**src/rtl/nt_bist_pkg.sv**
```systemverilog
// Shared types and constants for the Nt-node BIST stimulus driver.
package nt_bist_pkg;

  localparam int SIG_W = 16;

  localparam logic [SIG_W-1:0] LFSR_TAPS = 16'hB400;
  localparam logic [SIG_W-1:0] SEED_SUB  = 16'h0001;

  typedef enum logic [1:0] {
    ST_IDLE  = 2'd0,
    ST_RUN   = 2'd1,
    ST_DRAIN = 2'd2,
    ST_DONE  = 2'd3
  } state_t;

  // One Fibonacci step: parity of the tapped bits (15,13,12,10) enters at bit 0.
  function automatic logic [SIG_W-1:0] lfsr_step(input logic [SIG_W-1:0] q);
    return {q[SIG_W-2:0], ^(q & LFSR_TAPS)};
  endfunction

endpackage

```
**src/rtl/nt_bist_lfsr16.sv**
```systemverilog
// Step-enabled 16-bit Fibonacci LFSR with parallel load and an XOR input;
// with xin tied to zero it is a pattern generator, otherwise a MISR.
module nt_bist_lfsr16
  import nt_bist_pkg::*;
#(
  parameter logic [SIG_W-1:0] RST_VAL = 16'h0001,
  parameter int               OUT_W   = SIG_W
) (
  input  logic             clk,
  input  logic             rst_n,
  input  logic             load,
  input  logic [SIG_W-1:0] load_val,
  input  logic             step,
  input  logic [SIG_W-1:0] xin,
  output logic [OUT_W-1:0] nxt
);

  logic [SIG_W-1:0] q;
  logic [SIG_W-1:0] d;

  always_comb begin
    // NOTE: assigning a default first keeps every path driven, so no latch is inferred.
    d = q;
    if (load) begin
      d = load_val;
    end else if (step) begin
      d = lfsr_step(q) ^ xin;
    end
  end

  always_ff @(posedge clk or negedge rst_n) begin
    // NOTE: sequential state is updated with <= so all flops sample the same pre-edge values.
    if (!rst_n) begin
      q <= RST_VAL;
    end else begin
      q <= d;
    end
  end

  // The next-state view lets the owner register outputs that line up with the new state.
  assign nxt = d[OUT_W-1:0];

endmodule

```
**src/rtl/nt_bist_stimulus_driver.sv**
```systemverilog
// BIST stimulus driver: LFSR patterns to one CUT, MISR compaction of its response.
// Optional golden-signature compare is built when NT_BIST_GOLDEN_CMP_EN is defined.
module nt_bist_stimulus_driver #(
  parameter int VEC_W   = 6,
  parameter int PAT_CNT = 1000,
  parameter int CUT_LAT = 2,
  parameter int SIG_W   = 16
) (
  input  logic             I1470,
  input  logic             I1477,
  input  logic             start,
  input  logic             abort,
  input  logic [SIG_W-1:0] seed,
  output logic [VEC_W-1:0] vec,
  output logic             vec_valid,
  input  logic             resp,
  output logic             busy,
  output logic             done,
  output logic [SIG_W-1:0] sig
`ifdef NT_BIST_GOLDEN_CMP_EN
  ,
  input  logic [SIG_W-1:0] golden,
  output logic [0:0]       pass
`endif
);

  import nt_bist_pkg::*;

  localparam logic [9:0] PAT_LAST   = 10'(PAT_CNT - 1);
  localparam logic [2:0] DRAIN_LAST = 3'(CUT_LAT - 1);

  state_t           state;
  logic [9:0]       pat_cnt;
  logic [2:0]       drain_cnt;
  logic             accept;
  logic             dly_valid;
  logic [SIG_W-1:0] seed_eff;
  logic [VEC_W-1:0] pat_nxt;
  logic [SIG_W-1:0] misr_nxt;

  assign accept   = (state == ST_IDLE) && start;
  assign seed_eff = (seed == '0) ? SEED_SUB : seed;

  nt_bist_lfsr16 #(
    .RST_VAL (SEED_SUB),
    .OUT_W   (VEC_W)
  ) u_pat_lfsr (
    .clk      (I1470),
    .rst_n    (I1477),
    .load     (accept),
    .load_val (seed_eff),
    .step     (state == ST_RUN),
    .xin      ('0),
    .nxt      (pat_nxt)
  );

  nt_bist_lfsr16 #(
    .RST_VAL ('0),
    .OUT_W   (SIG_W)
  ) u_misr (
    .clk      (I1470),
    .rst_n    (I1477),
    .load     (accept),
    .load_val ('0),
    .step     (dly_valid),
    .xin      ({{(SIG_W-1){1'b0}}, resp}),
    .nxt      (misr_nxt)
  );

  // Delayed copy of vec_valid marks the cycles in which resp belongs to a live pattern.
  generate
    if (CUT_LAT == 0) begin : g_no_pipe
      assign dly_valid = vec_valid;
    end else begin : g_pipe
      logic [CUT_LAT-1:0] vpipe;

      always_ff @(posedge I1470 or negedge I1477) begin
        if (!I1477) begin
          vpipe <= '0;
        end else if (abort && busy) begin
          vpipe <= '0;
        end else begin
          vpipe <= (vpipe << 1) | CUT_LAT'(vec_valid);
        end
      end

      assign dly_valid = vpipe[CUT_LAT-1];
    end
  endgenerate

  always_ff @(posedge I1470 or negedge I1477) begin
    if (!I1477) begin
      state     <= ST_IDLE;
      vec       <= '0;
      vec_valid <= 1'b0;
      busy      <= 1'b0;
      done      <= 1'b0;
      sig       <= '0;
      pat_cnt   <= '0;
      drain_cnt <= '0;
`ifdef NT_BIST_GOLDEN_CMP_EN
      pass      <= 1'b0;
`endif
    end else begin
      done <= 1'b0;
      case (state)
        ST_IDLE: begin
          if (start) begin
            state     <= ST_RUN;
            vec       <= pat_nxt;
            vec_valid <= 1'b1;
            busy      <= 1'b1;
            pat_cnt   <= '0;
`ifdef NT_BIST_GOLDEN_CMP_EN
            pass      <= 1'b0;
`endif
          end
        end

        ST_RUN: begin
          if (abort) begin
            state     <= ST_IDLE;
            vec       <= '0;
            vec_valid <= 1'b0;
            busy      <= 1'b0;
          end else if (pat_cnt == PAT_LAST) begin
            vec       <= '0;
            vec_valid <= 1'b0;
            if (CUT_LAT == 0) begin
              state <= ST_DONE;
              busy  <= 1'b0;
              done  <= 1'b1;
              sig   <= misr_nxt;
            end else begin
              state     <= ST_DRAIN;
              drain_cnt <= '0;
            end
          end else begin
            pat_cnt <= pat_cnt + 10'd1;
            vec     <= pat_nxt;
          end
        end

        ST_DRAIN: begin
          if (abort) begin
            state <= ST_IDLE;
            busy  <= 1'b0;
          end else if (drain_cnt == DRAIN_LAST) begin
            // misr_nxt already includes the capture happening on this edge.
            state <= ST_DONE;
            busy  <= 1'b0;
            done  <= 1'b1;
            sig   <= misr_nxt;
          end else begin
            drain_cnt <= drain_cnt + 3'd1;
          end
        end

        ST_DONE: begin
          state <= ST_IDLE;
`ifdef NT_BIST_GOLDEN_CMP_EN
          pass  <= (misr_nxt == golden);
`endif
        end

        default: state <= ST_IDLE;
      endcase
    end
  end

endmodule

```
**config.mk**
```make
export PLATFORM = sky130hd
export DESIGN_NAME = nt_bist_stimulus_driver
export DESIGN_NICKNAME = d
export VERILOG_FILES = /design/src/rtl/nt_bist_pkg.sv /design/src/rtl/nt_bist_lfsr16.sv /design/src/rtl/nt_bist_stimulus_driver.sv
export SDC_FILE = /design/constraint.sdc
export NUM_CORES = 1
export LEC_CHECK = 0
export BUFFER_PORTS_ARGS = -buffer_cell sky130_fd_sc_hd__buf_2
export CAP_MARGIN = 20
export CORE_MARGIN = 2
export CORE_UTILIZATION = 34
export CTS_CLUSTER_SIZE = 16
export DETAILED_ROUTE_END_ITERATION = 6
export PLACE_DENSITY = 0.51
export SLEW_MARGIN = 15
export SYNTH_ARGS = -nofsm -noshare
export SYNTH_HDL_FRONTEND = slang
export SYNTH_SLANG_ARGS = --single-unit
```
**constraint.sdc**
```tcl
create_clock -name I1470 -period 2.4 [get_ports I1470]
set_clock_uncertainty 0.1 [all_clocks]
set_input_delay 0.12 -clock I1470 [delete_from_list [all_inputs] [get_ports I1470]]
set_output_delay 0.12 -clock I1470 [all_outputs]
set_load 0.005 [all_outputs]
```
After elaboration in Yosys (flattened, before gate mapping)
Index checks and enable logic that the tools add are counted.
Storage, ports and cells
  register bits after elaboration: 74
  memory bits (read-only): 0
  memories kept: 0
  bits in latches: 0
  bits in writable memories: 0
Operators by class
  $add $sub $neg: 2
  multipliers: 0
  multiplexer cells: 36
  order comparisons: 0
  divide/modulo/power cells: 0
  reduce and logical (&&, ||, !) cells: 17
  shift-type cells: 0
  equal/unequal tests: 14
  bitwise logic cells: 3
Operators with widths (number)
  $mux 16: 5
  $reduce_xor 16->1: 2
  $mux 10: 3
  $pmux 10 s2: 1
  $mux 6: 3
  $logic_not 16->1: 1
  $xor 16x1->16: 1
  $ne 2x2->1 const B: 7
  $mux 2: 6
  $mux 3: 4
  $pmux 6 s2: 1
  $add 10x1->10 const B: 1
  $eq 10x10->1 const B: 1
  $mux 1: 9
  $reduce_and 3->1: 3
  $pmux 2 s4: 1
  $reduce_and 4->1: 2
  $ne 3x3->1 const B: 2
  $pmux 3 s2: 1
  $reduce_bool 2->1: 3
  $reduce_and 5->1: 1
  $eq 2x2->1 const B: 2
  $add 3x1->3 const B: 1
  $eq 3x1->1 const B: 1
  other kinds (9): 10

Depth between registers and ports, before layout
  word-level depth: 6
  mapped depth: 9
  gate-level depth less buffers: 7

By module
From an unflattened synthesis, not the netlist that was laid out.
Unflattened totals
  cells, all modules: 392
  area, all modules: 4008.8 um2
Modules (own cells, without submodules)
  nt_bist_stimulus_driver: area an instance 2143.3 um2, cells an instance 210, sequential area each 1051.0 um2, times used 1
  nt_bist_lfsr16 at u_pat_lfsr: area an instance 955.9 um2, cells an instance 94, sequential area each 401.6 um2, times used 1
  nt_bist_lfsr16 at u_misr: area an instance 909.6 um2, cells an instance 88, sequential area each 400.4 um2, times used 1

Worst setup path after synthesis
OpenSTA, ideal clock, no wires.
  kind: flip-flop to flip-flop
  start point: reg state[0]
  end point: reg state[1]
  setup time: 125 ps
  arrival: 1661 ps
  period minus slack after synthesis: 1886 ps
  setup slack: 514 ps
  path buffers: 0
  cell stages (with the launch flop): 7
  cell sequence: dfrtp_1 > inv_1 > ha_1 > and2b_4 > nor2b_4 > or3_4 > mux2_4
On the way
  cells in the longest elaborated chain, start to end: 3
  elaborated cells on any way between the ends: 9
RTL lines
  start: declaration: RTL line nt_bist_stimulus_driver.sv:32  | state_t state;
  start signal: assignment: RTL line nt_bist_stimulus_driver.sv:93  | state <= ST_IDLE;
  start signal: assignment: RTL line nt_bist_stimulus_driver.sv:109  | state <= ST_RUN;
  start signal: assignment: RTL line nt_bist_stimulus_driver.sv:122  | state <= ST_IDLE;
  $eq 2x2->1 (tied with other cells): RTL line nt_bist_stimulus_driver.sv:106  | case (state)
  $ne 3x3->1 (no line) / $ne 2x2->1 (equally long branches)
  $reduce_and 3->1 (no line)
Several ways; a longest one is shown, not always the timed one.
A chain may end at the register's enable or synchronous reset.

Worst setup path in the final report
  start point: reg pat_cnt[0]
  end point: reg vec[2]
On the way
  cells in the longest elaborated chain, start to end: 4
RTL lines
  start: declaration: RTL line nt_bist_stimulus_driver.sv:33  | logic [9:0] pat_cnt;
  start signal: assignment: RTL line nt_bist_stimulus_driver.sv:139  | pat_cnt <= pat_cnt + 10'd1;
  $eq 10x10->1: RTL line nt_bist_stimulus_driver.sv:126  | end else if (pat_cnt == PAT_LAST) begin
  $mux 6: RTL line nt_bist_stimulus_driver.sv:126
  $mux 6: RTL line nt_bist_stimulus_driver.sv:121  | if (abort) begin
  $pmux 6 s2: RTL line nt_bist_stimulus_driver.sv:106
  end signal: assignment: RTL line nt_bist_stimulus_driver.sv:110  | vec <= pat_nxt;
  end signal: assignment: RTL line nt_bist_stimulus_driver.sv:140  | vec <= pat_nxt;
  end: declaration: RTL line nt_bist_stimulus_driver.sv:14  | output logic [VEC_W-1:0] vec,
Every way passes these cells.

==> summary.md <==
| Metric | Value |
|---|---|
| Total negative slack | `0 ns` |
| Routed vias/inst | `4.78` |
| Met2 Use GR | `0.215` |
| Clk slew on worst S/H paths | `0.08 ns` |
| Share of the cycle needed by the critical path after routing | `0.888` |
| CTS Root Cell | `clkbuf_8` |
| Switching portion of total power | `0.361` |
| Starting Density | `0.353` |
| I/O pins | `46` |
| Synth Cell Area | `3480 µm²` |
| GP Congestion | `0.718` |
| Mapped Nets | `333` |
| Die W | `105 µm` |
| Total grt overflow | `0` |
| Main combinational cell family by area after synthesis | `multiplexers` |
| Resized cells post-CTS | `0` |
| Post-synthesis mux area share | `0.148` |
| Post-synthesis adder-cell area fraction | `0.0287` |
| Power Density | `972 nW/µm²` |
| Clock Latency Late Sink | `0.35 ns` |
| P_sw | `1.47 mW` |
| RSZ-0062 raised after global routing | `no` |
| Synth Instances | `304` |
| Max cap viols | `0` |
| Fin. max-slew vios | `0` |
| Core area | `9860 µm²` |
| Synth area leaders | `dfrtp_1, mux2i_1, mux2_2, o21ai_0, nor2_1` |
| Synth-to-layout area growth | `20.3%` |
| Initial antenna violation count | `0` |
| CP Capture Type | `register` |
| Iteration count of the initial detailed-routing pass | `4` |
| EDFF count, synth | `0` |
| # rows | `36` |
| Met1 track utilization from global routing | `0.192` |
| Most common cell after layout, fill and taps aside | `dfrtp_1` |
| DR DRC count | `0` |
| Post-route ant nets | `0` |
| Share of layout cells above drive strength 1 | `0.257` |
| Synth Register Bits | `74` |
| Critical Path Start Type | `register` |
| CTS sink cnt | `74` |
| Initial DRC Count | `94` |
| Leak | `2.08 nW` |
| YS warnings | `0` |
| Maximum clock frequency | `0.469 GHz` |
| Max FO, Critical Path | `12` |
| Max stage delay cell, worst path | `o31ai_4` |
| Top cell type's share of synthesized area | `0.525` |
| N_diodes | `0` |
| Hold_ws | `0.0178 ns` |
| Critical setup path kind | `reg2reg` |
| P_int | `2.60 mW` |
| Mean Syn Cell Area | `11.5 µm²` |
| Bufs and invs on worst path | `0` |
| Post-layout minimum cycle time | `2.13 ns` |
| VDD IR max | `0.356 mV` |
| CP max stage delay | `0.59 ns` |
| Vias in the first global route | `2423` |
| Die height | `105 µm` |
| Worst slew pin tran | `0.957 ns` |
| Ys flop type | `dfrtp_1` |
| H-tree depth | `3` |
| Post-synthesis compound-gate area fraction | `0.102` |
| Xor and xnor fraction of the mapped netlist area | `0.0352` |
| Die ar. | `11100 µm²` |
| Most frequent cells in the layout | `dfrtp_1, buf_2, mux2i_1, nor2_1, nand2_1` |
| Required @ worst endpoint | `2.53 ns` |
| FFs w/ async S/R, synth | `1.00` |
| Netlist cell types | `45` |
| CTS tree | `yes` |
| Arr. time, crit path | `2.26 ns` |
| Grt met3 use | `0.0381` |
| Leading area contributor after synthesis | `dfrtp_1` |
| Final wirelength | `7330 µm` |
| Final setup vio count | `0` |
| CTS Buf Count | `9` |
| Slew margin rel. | `0.362` |
| Largest net degree at the start of global routing | `75` |
| Global-route usage over all layers | `0.141` |
| Fin nets | `398` |
| GR peak layer | `met2` |
| Total power | `4.07 mW` |
| Clock Path Buffers | `2` |
| Outcome | `completed` |
| Combinational share of power | `0.363` |
| Reg power frac | `0.431` |
| HPWL Detailed | `4830 µm` |
| Clock power share | `0.206` |
| Fin. Hold Viols | `0` |
| Hold Path Class | `in2reg` |
| Via count | `2425` |
| Drt wl/cell | `14.5 µm` |
| IO Port Bufs | `45` |
| First-pass GRT wire length | `12200 µm` |
| CP top delay family | `compound AO/OA/AOI/OAI gates` |
| Seq/Total Area, Yosys | `0.532` |
| Crit path cell chain | `ha_1, nand2_2, o31ai_4, a21oi_1, a22o_1` |
| Simple-gate portion of the synthesized area | `0.124` |
-- through the flow --
stage               setup slack [ns]   util  instance area, µm²  std cells
finish                         0.270  0.425                4190        507
CTS                            0.293  0.425                4190        507
floorplan                      0.514      -                3480        304
global placement               0.350  0.392                3860        475
global route                   0.134  0.425                4190        507
detailed placement             0.318  0.392                3860        475
-- synth_stat cells (2+ instances only) --
| master | number |
|---|---|
| a2111oi_2 | 2 |
| a211oi_1 | 2 |
| a21boi_0 | 2 |
| a21oi_1 | 8 |
| a22o_1 | 7 |
| buf_2 | 8 |
| clkbuf_1 | 3 |
| dfrtp_1 | 73 |
| ha_1 | 8 |
| inv_1 | 7 |
| mux2_2 | 16 |
| mux2i_1 | 32 |
| nand2_1 | 28 |
| nand2_2 | 2 |
| nand2b_1 | 2 |
| nand3_1 | 2 |
| nand4_1 | 2 |
| nor2_1 | 31 |
| nor3_1 | 4 |
| nor4_1 | 4 |
| o21ai_0 | 25 |
| xnor2_1 | 13 |
-- final cells by class --
type,count,area (µm²)
fillers,928,5680
flip-flops and latches,74,1850
multi-input cells,209,1530
repair buffers,68,453
well taps,133,166
clock buffers,11,131
clock inverters,5,31.3
inverters,7,26.3
-- flip-flops by register name (all words and copies together) (netlist names) --
register,cells
vec,6
sig,16
g_pipe.vpipe,2
state,2
drain_cnt,3
u_misr.q,16
u_pat_lfsr.q,16
done,1
pat_cnt,10
vec_valid,1
busy,1
-- timing repair --
action | CTS | global route
endpoints found under the hold margin | 89 | 0
buffers inserted | 0 | 0
hold buffers | 16 | 0
-- power by group through the flow --
| stage | Clock (mW) | Sequential (mW) | Combinational, mW |
|---|---|---|---|
| 4_1_cts | 0.871 | 1.76 | 1.49 |
| 5_1_grt | 0.923 | 1.80 | 1.67 |
| 2_1_floorplan | 0 | 1.73 | 1.08 |
| 6_report | 0.839 | 1.75 | 1.48 |
| 3_3_place_gp | 0 | 1.78 | 1.45 |
| 3_5_place_dp | 0 | 1.78 | 1.47 |
-- worst reg2reg max path: stages (launching register included) --
cell,delay [ns]
dfrtp_1,0.43
ha_1,0.23
nand2_2,0.12
o31ai_4,0.59
a21oi_1,0.30
a22o_1,0.25
-- cell families (layout without fill, tap and decap cells) --
logic type / Yosys count / count (layout)
XOR/XNOR: 14 / 14
buffers and inverters: 21 / 91
AO/OA/AOI/OAI: 53 / 53
flip-flops: 74 / 74
AND/OR/NAND/NOR: 85 / 85
multiplexers: 49 / 49
adder cells (fa/ha/maj): 8 / 8
-- final timing paths --
kind,start,end,slack [ns],cells past startpoint
worst max-delay path,pat_cnt[0],vec[2],0.27,5
worst min register to register,g_pipe.vpipe[0],g_pipe.vpipe[1],0.40,1
worst min-delay path,seed[5],u_pat_lfsr.q[5],0.02,3
worst max register to register,pat_cnt[0],vec[2],0.27,5
min in group asynchronous,I1477,pat_cnt[5],0.33,2
max in group asynchronous,I1477,busy,1.19,2
-- metal layers --
metal	routed length [µm]	up-vias
met5	0	-
met4	88	0
met3	231	6
met2	3360	41
met1	3660	1189
li1	-	1189
No activity file was read; power rests on OpenSTA's default activity.
